<file path="config.mk">
export PLATFORM = sky130hd
export DESIGN_NAME = router_pkt_reg
export DESIGN_NICKNAME = d
export VERILOG_FILES = /design/src/rtl/router_pkt_reg.sv
export SDC_FILE = /design/constraint.sdc
export NUM_CORES = 1
export LEC_CHECK = 0
export CAP_MARGIN = 10
export CELL_PAD_IN_SITES_DETAIL_PLACEMENT = 1
export CELL_PAD_IN_SITES_GLOBAL_PLACEMENT = 1
export CORE_UTILIZATION = 37
export DETAILED_ROUTE_END_ITERATION = 16
export PLACE_DENSITY_LB_ADDON = 0.1
export REMOVE_ABC_BUFFERS = 1
export SETUP_SLACK_MARGIN = 0.3
export SLEW_MARGIN = 10
export SYNTH_ARGS = -nofsm -noshare
export SYNTH_HDL_FRONTEND = slang
export SYNTH_SLANG_ARGS = --single-unit
</file>
<file path="constraint.sdc">
create_clock -name clock -period 1.55 [get_ports clock]
set_input_delay 0.465 -clock clock [delete_from_list [all_inputs] [get_ports clock]]
set_output_delay 0.465 -clock clock [all_outputs]
set_load 0.005 [all_outputs]
</file>
<file path="src/rtl/router_pkt_reg.sv">
// Router packet register: registers header/payload bytes toward the FIFO and checks packet parity.
// Optional payload-length check is built in when ROUTER_LEN_CHECK_EN is defined.
module router_pkt_reg #(
   parameter int DATA_W    = 8,
   parameter int NUM_PORTS = 3,
   parameter int ADDR_W    = 2
) (
   input  logic              clock,
   input  logic              resetn,
   input  logic              pkt_valid,
   input  logic              fifo_full,
   input  logic              detect_add,
   input  logic              lfd_state,
   input  logic              ld_state,
   input  logic              laf_state,
   input  logic              full_state,
   input  logic              rst_int_reg,
   input  logic [DATA_W-1:0] data_in,
   output logic [DATA_W-1:0] dout,
   output logic              dout_valid,
   output logic              err,
   output logic              parity_done,
   output logic              low_packet_valid,
   output logic              len_err
);

   logic [DATA_W-1:0] r_header;
   logic [DATA_W-1:0] r_hold_byte;
   logic [DATA_W-1:0] r_int_parity;
   logic [DATA_W-1:0] r_pkt_parity;
   logic [DATA_W-1:0] r_dout;
   logic              r_hold_is_parity;
   logic              r_dout_valid;
   logic              r_err;
   logic              r_parity_done;
   logic              r_pd_prev;
   logic              r_low_pkt_valid;

   logic w_addr_ok;
   logic w_hdr_ok;
   logic w_ld_write;
   logic w_ld_stall;
   logic w_data_xor;
   logic w_hold_xor;
   logic w_pp_load_data;
   logic w_pp_load_hold;
   logic w_pp_load;
   logic w_pd_rise;
   logic w_unused_full;

   // full_state carries no information beyond fifo_full/laf_state for this block
   assign w_unused_full  = full_state;

   assign w_addr_ok      = (32'(data_in[ADDR_W-1:0]) < NUM_PORTS);
   assign w_hdr_ok       = detect_add & pkt_valid & w_addr_ok;
   assign w_ld_write     = ld_state & ~fifo_full;
   assign w_ld_stall     = ld_state & fifo_full;
   assign w_data_xor     = ld_state & pkt_valid & ~fifo_full;
   assign w_hold_xor     = laf_state & ~r_hold_is_parity;
   assign w_pp_load_data = ld_state & ~pkt_valid & ~fifo_full;
   assign w_pp_load_hold = laf_state & r_hold_is_parity;
   assign w_pp_load      = w_pp_load_data | w_pp_load_hold;
   assign w_pd_rise      = r_parity_done & ~r_pd_prev;

   always_ff @(posedge clock) begin
      if (!resetn) begin
         r_header         <= '0;
         r_hold_byte      <= '0;
         r_hold_is_parity <= 1'b0;
         r_dout           <= '0;
         r_dout_valid     <= 1'b0;
      end else begin
         r_dout_valid <= 1'b0;
         if (w_hdr_ok)
            r_header <= data_in;
         if (lfd_state) begin
            r_dout       <= r_header;
            r_dout_valid <= 1'b1;
         end else if (w_ld_write) begin
            r_dout       <= data_in;
            r_dout_valid <= 1'b1;
         end else if (laf_state) begin
            r_dout       <= r_hold_byte;
            r_dout_valid <= 1'b1;
         end
         // A byte refused by a full FIFO is parked and replayed in laf_state
         if (w_ld_stall) begin
            r_hold_byte      <= data_in;
            r_hold_is_parity <= ~pkt_valid;
         end
      end
   end

   always_ff @(posedge clock) begin
      if (!resetn) begin
         r_int_parity    <= '0;
         r_pkt_parity    <= '0;
         r_parity_done   <= 1'b0;
         r_pd_prev       <= 1'b0;
         r_err           <= 1'b0;
         r_low_pkt_valid <= 1'b0;
      end else begin
         if (w_hdr_ok)
            r_int_parity <= '0;
         else if (lfd_state)
            r_int_parity <= r_int_parity ^ r_header;
         else if (w_data_xor)
            r_int_parity <= r_int_parity ^ data_in;
         else if (w_hold_xor)
            r_int_parity <= r_int_parity ^ r_hold_byte;

         if (w_pp_load_data)
            r_pkt_parity <= data_in;
         else if (w_pp_load_hold)
            r_pkt_parity <= r_hold_byte;
         else if (w_hdr_ok)
            r_pkt_parity <= '0;

         if (w_pp_load)
            r_parity_done <= 1'b1;
         else if (w_hdr_ok)
            r_parity_done <= 1'b0;

         r_pd_prev <= r_parity_done;

         // Compare one cycle after parity_done rises so both parities are settled
         if (w_hdr_ok)
            r_err <= 1'b0;
         else if (w_pd_rise)
            r_err <= (r_pkt_parity != r_int_parity);

         if (rst_int_reg)
            r_low_pkt_valid <= 1'b0;
         else if (ld_state & ~pkt_valid)
            r_low_pkt_valid <= 1'b1;
      end
   end

`ifdef ROUTER_LEN_CHECK_EN
   localparam int CNT_W = DATA_W - ADDR_W + 1;

   logic [CNT_W-1:0] r_pay_cnt;
   logic             r_len_err;
   logic             w_cnt_ev;

   assign w_cnt_ev = w_data_xor | w_hold_xor;

   always_ff @(posedge clock) begin
      if (!resetn) begin
         r_pay_cnt <= '0;
         r_len_err <= 1'b0;
      end else begin
         if (w_hdr_ok)
            r_pay_cnt <= '0;
         else if (w_cnt_ev && (r_pay_cnt != {CNT_W{1'b1}}))
            r_pay_cnt <= r_pay_cnt + CNT_W'(1);

         if (w_hdr_ok)
            r_len_err <= 1'b0;
         else if (w_pd_rise)
            r_len_err <= (r_pay_cnt != {1'b0, r_header[DATA_W-1:ADDR_W]});
      end
   end

   assign len_err = r_len_err;
`else
   assign len_err = 1'b0;
`endif

   assign dout             = r_dout;
   assign dout_valid       = r_dout_valid;
   assign err              = r_err;
   assign parity_done      = r_parity_done;
   assign low_packet_valid = r_low_pkt_valid;

endmodule
</file>
After elaboration in Yosys (flattened, before gate mapping)

Index checks and enable logic that the tools add are counted.

Bits in registers: 46
Latch bits: 0
Memory bits (writable): 0
Bits in read-only memories: 0
Input port bits: 18
Memories kept: 0

Add/sub/neg operators: 0
Multiply operators: 0
Divide/modulo/power cells: 0
Magnitude comparators: 1
Eq/ne operators: 1
Shifts and indexed selects: 0
Multiplexer cells: 14
Bitwise logic cells: 20
Reductions and logical operators: 6

Operators with widths:

| operator                                  | count |
|---|---|
| 8-bit 2-to-1 mux                          | 9 |
| 8-bit bitwise XOR                         | 3 |
| 1-bit bitwise AND                         | 11 |
| 3-bit nonzero test                        | 3 |
| 8-bit != test                             | 1 |
| 1-bit 2-to-1 mux                          | 5 |
| 1-bit inverter                            | 5 |
| 2-bit OR reduction                        | 2 |
| 2-bit < comparator, second input constant | 1 |
| 2-bit nonzero test                        | 1 |
| 1-bit OR                                  | 1 |

Longest topological paths before layout

Word-level depth: 5
Depth in mapped cells: 6
Depth with buffers taken out: 4

Least setup slack after synthesis

OpenSTA, ideal clock, no wires.

Kind: input to register
From: in fifo_full
To: reg r_int_parity[4]
Library setup time: 0.132 ns
Arrival: 1.447 ns
Setup slack: -0.029 ns
Stages: 6
Buffers on the path: 2
Cell sequence: nand3b_4 > and3b_1 > buf_6 > buf_6 > o311ai_2 > o41ai_2

Longest elaborated chain between the ends: 4
Elaborated cells between the ends (all ways): 5

RTL lines:

| element               | RTL line | source |
|---|---|---|
| from (decl)           | 11       | `input logic fifo_full,` |
| 1-bit inverter (*)    | 58       | `assign w_data_xor = ld_state & pkt_valid & ~fifo_full;` |
| 1-bit bitwise AND (*) | 58       |  |
| 8-bit 2-to-1 mux      | 107      | `else if (w_data_xor)` |
| 8-bit 2-to-1 mux      | 105      | `else if (lfd_state)` |
| to (signal assigned)  | 106      | `r_int_parity <= r_int_parity ^ r_header;` |
| to (signal assigned)  | 108      | `r_int_parity <= r_int_parity ^ data_in;` |
| to (signal assigned)  | 110      | `r_int_parity <= r_int_parity ^ r_hold_byte;` |
| to (decl)             | 29       | `logic [DATA_W-1:0] r_int_parity;` |

Mark *: on every way between the ends. The rest lies on a longest branch, timed or not.
A chain may end at the register's enable or synchronous reset.

Worst setup path after layout

From: reg r_hold_is_parity
To: reg r_int_parity[6]

Longest elaborated chain between the ends: 3

RTL lines:

| element                             | RTL line | source |
|---|---|---|
| from (decl)                         | 32       | `logic r_hold_is_parity;` |
| from (signal assigned)              | 89       | `r_hold_is_parity <= ~pkt_valid;` |
| 1-bit inverter                      | 59       | `assign w_hold_xor = laf_state & ~r_hold_is_parity;` |
| 1-bit bitwise AND                   | 59       |  |
| 3-bit nonzero test (no source line) | n/a      |  |

No other way between the ends.

==> metrics.md <==
| Metric | Value |
|---|---|
| Status | completed |
| Post-Layout Cell Count | 425 |
| First-iteration detailed-routing DRC count | 95 |
| Synthesized area | 0.002301 mm2 |
| Initial antenna violation count | 0 |
| Worst Hold Class | reg -> reg |
| DRC viols | 0 |
| Reg power frac | 45.3% |
| Slowest stage delay, CP | 340 ps |
| RePlAce Congestion | 0.7956 |
| Post-synth cell types | 36 |
| Critical path arrival | 1600 ps |
| Worst path required time | 1770 ps |
| Worst-path clk slew | 90 ps |
| Slew Limit Fails | 0 |
| Peak Freq | 0.7206 GHz |
| Die X | 80.86 um |
| Finished Cell Area | 0.003635 mm2 |
| Core region area | 0.005956 mm2 |
| Chip height | 80.86 um |
| Switching share of power | 30.70% |
| First-pass GRT wire length | 13090 um |
| Placed cell count | 398 |
| CP Capture Type | flop |
| Crit share post-route | 89.53% |
| Post-route ant nets | 0 |
| Sum of negative setup slack | 0 ps |
| Internal power | 0.002032 W |
| Core Util, Final | 61.03% |
| Buffers & Inverters on Critical Path | 1 |
| Unrepaired setup endpoints after global routing | yes |
| Post-Syn Area per Cell | 8.683 um2 |
| CTS buffer count | 5 |
| CP delay by family, top | simple AND/OR/NAND/NOR gates |
| Clock share of power | 29.6% |
| Crit path cell chain | nand2b_4, and3b_2, buf_6, o41ai_4 |
| # IOs | 31 |
| Crit path max fanout | 6 |
| CTS tree | done |
| Clk_lat worst skew | 310 ps |
| # rows | 28 |
| Post-Syn Instances | 265 |
| Fillers | 675 |
| DR WL/cell | 20.76 um |
| Switching pwr | 0.0009003 W |
| Pwr Density | 806.7 mW/mm2 |
| Initial cell density of the core | 38.63% |
| Layout area overhead | 57.97% |
| Post-DP Area | 0.002958 mm2 |
| Lkg Pwr | 1.537 nW |
| Synth Register Bits | 46 |
| Register area share after synthesis | 40.02% |
| Port bufs | 28 |
| Max clock buf depth | 2 |
| Layout Nets | 367 |
| Slowest cell on crit path | dfxtp_2 |
| Setup-failing EPs final | 0 |
| Hold Fails Final Rpt | 0 |
| Post-DP HPWL | 5657 um |
| Root buffer cell | clkbuf_8 |
| Largest net degree at the start of global routing | 21 |
| Max Cap Viol | 0 |
| FF+latch area | 937.1 um2 |
| Tmin final | 1388 ps |
| Critical Setup Path Class | reg -> reg |
| H-tree lvl count | 2 |
| Share of cells above drive strength 1 | 45.71% |
| GRT Total Usage | 26.89% |
| Setup crit start kind | flop |
| Clk_skew | 3.377 ps |
| Footprint of the multi-input gates | 0.001618 mm2 |
| Tot Pwr | 0.002932 W |
| YS warnings | 0 |
| Clk sink count | 46 |
| # diodes | 0 |
| Post-CTS Hold Buffers | 0 |
| Die Area | 0.006538 mm2 |
| VDD IR-drop max | 0.0005335 V |
| Grt total ovfl | 0 |
| Initial DRT Pass Iterations | 4 |
| Comb power frac | 25.1% |
| Routed via count | 2404 |
| Vias per cell | 5.656 |
| Final wirelength | 8823 um |
| Vias in the first global route | 2389 |
## logic make-up after synthesis
| kind of cell | count (synthesis) | share of synthesized area [%] |
|---|---|---|
| simple gates | 93 | 21.59 |
| compound gates | 80 | 25.83 |
| flops | 46 | 40.02 |
| buf+inv | 29 | 5.873 |
| xor+xnor | 8 | 3.045 |
| mux | 8 | 3.480 |
| other cells | 1 | 0.1630 |
## state kept, by name, indices dropped and copies added (netlist names)
| signal | cells |
|---|---|
| r_pd_prev | 1 |
| r_header | 8 |
| dout_valid | 1 |
| r_pkt_parity | 8 |
| parity_done | 1 |
| r_int_parity | 8 |
| dout | 8 |
| err | 1 |
| r_hold_byte | 8 |
| low_packet_valid | 1 |
| r_hold_is_parity | 1 |
## per-layer routing
metal  track usage [%]  part of all wire (%)
met5                 0                     0
met4             5.893                   1.6
met3             3.933                   2.7
met2             44.62                    48
met1             36.66                    48
## cell type report
class,instances,share of cell area (%)
multi-input combinational,191,44.51
sequential,46,25.78
timing repair buffer,95,23.20
clock buffer,7,2.651
tap,75,2.582
inverter,10,1.033
clock inverter,1,0.2410
## power by group through the flow
| stage | clock, W | combinational (W) | sequential [W] |
|---|---|---|---|
| 5_1_grt | 0.000926 | 0.000787 | 0.00134 |
| 3_5_place_dp | 0 | 0.000550 | 0.00134 |
| 6_report | 0.000867 | 0.000735 | 0.00133 |
| 3_3_place_gp | 0 | 0.000536 | 0.00133 |
| 4_1_cts | 0.000875 | 0.000637 | 0.00132 |
| 2_1_floorplan | 0 | 0.000237 | 0.00132 |
## cell usage after synthesis (all sizes together)
library cell | instances | area share, %
xor2 | 3 | 1.1
mux2i | 8 | 3.5
o311ai | 8 | 3.7
nand4 | 1 | 0.27
a31oi | 2 | 0.82
or2b | 5 | 1.6
inv | 10 | 1.6
and2 | 4 | 1.1
nor2b | 9 | 2.4
xnor2 | 5 | 1.9
o21ai | 17 | 3.7
nor2 | 28 | 4.6
clkbuf | 10 | 1.6
a211oi | 10 | 3.3
nand3b | 1 | 0.87
dfxtp | 46 | 40
buf | 9 | 2.6
and3b | 1 | 0.38
a221oi | 8 | 3.0
and4b | 8 | 3.5
nor3 | 1 | 0.22
nand3 | 1 | 0.22
a21oi | 19 | 4.1
a311o | 8 | 3.5
nand2b | 6 | 1.6
nand2 | 27 | 4.5
conb | 1 | 0.16
nor4 | 1 | 0.27
o41ai | 8 | 3.7
## cell usage in the layout, fill, tap and decap left out, types with 6 or more instances in the layout
master,synthesis,routed
inv_1,10,9
a311o_1,8,8
o41ai_2,2,6
nor2_1,28,26
a221oi_2,0,6
nand2_1,26,25
and4b_1,8,7
buf_4,1,50
nor2b_1,9,9
dfxtp_2,0,13
a211oi_2,0,7
mux2i_1,8,8
clkbuf_8,0,7
buf_6,2,17
a21oi_1,19,17
buf_2,6,12
o21ai_0,17,12
dfxtp_1,46,33
## worst min-delay path, cell delays in order (launching register included)
cell,delay [ps]
dfxtp_1,330
nand2_1,60
a21oi_1,60
## through the flow
| step | hold slack [ps] | setup WS (ps) |
|---|---|---|
| after floorplan | 442.4 | -368.8 |
| after global placement | 463.8 | -661.1 |
| after detailed placement | 471.4 | -702.7 |
| after CTS | 480.7 | 204.6 |
| after global routing | 502.4 | 105.5 |
| final | 478.1 | 162.4 |
## repair_timing
| item | 4_1_cts | 5_1_grt |
|---|---|---|
| endpoints found under the hold margin | 0 | 0 |
| buffers inserted | 10 | 4 |
| cloned | 2 | 3 |
| setup endpoints to repair | 57 | 31 |
| resized for setup | 164 | 39 |
| pin swaps | 14 | 20 |
## worst paths after layout
check / startpoint / to / slack [ps] / cells after the start
max: r_hold_is_parity$_SDFFE_PN0P_ / r_int_parity[6]$_SDFFE_PP0P_ / 160 / 4
max reg2reg: r_hold_is_parity$_SDFFE_PN0P_ / r_int_parity[6]$_SDFFE_PP0P_ / 160 / 4
min: r_header[4]$_SDFFE_PN0P_ / dout[4]$_SDFFE_PN0P_ / 480 / 2
min reg2reg: r_header[4]$_SDFFE_PN0P_ / dout[4]$_SDFFE_PN0P_ / 480 / 2
Note: power is estimated with default switching activity, not from simulation.
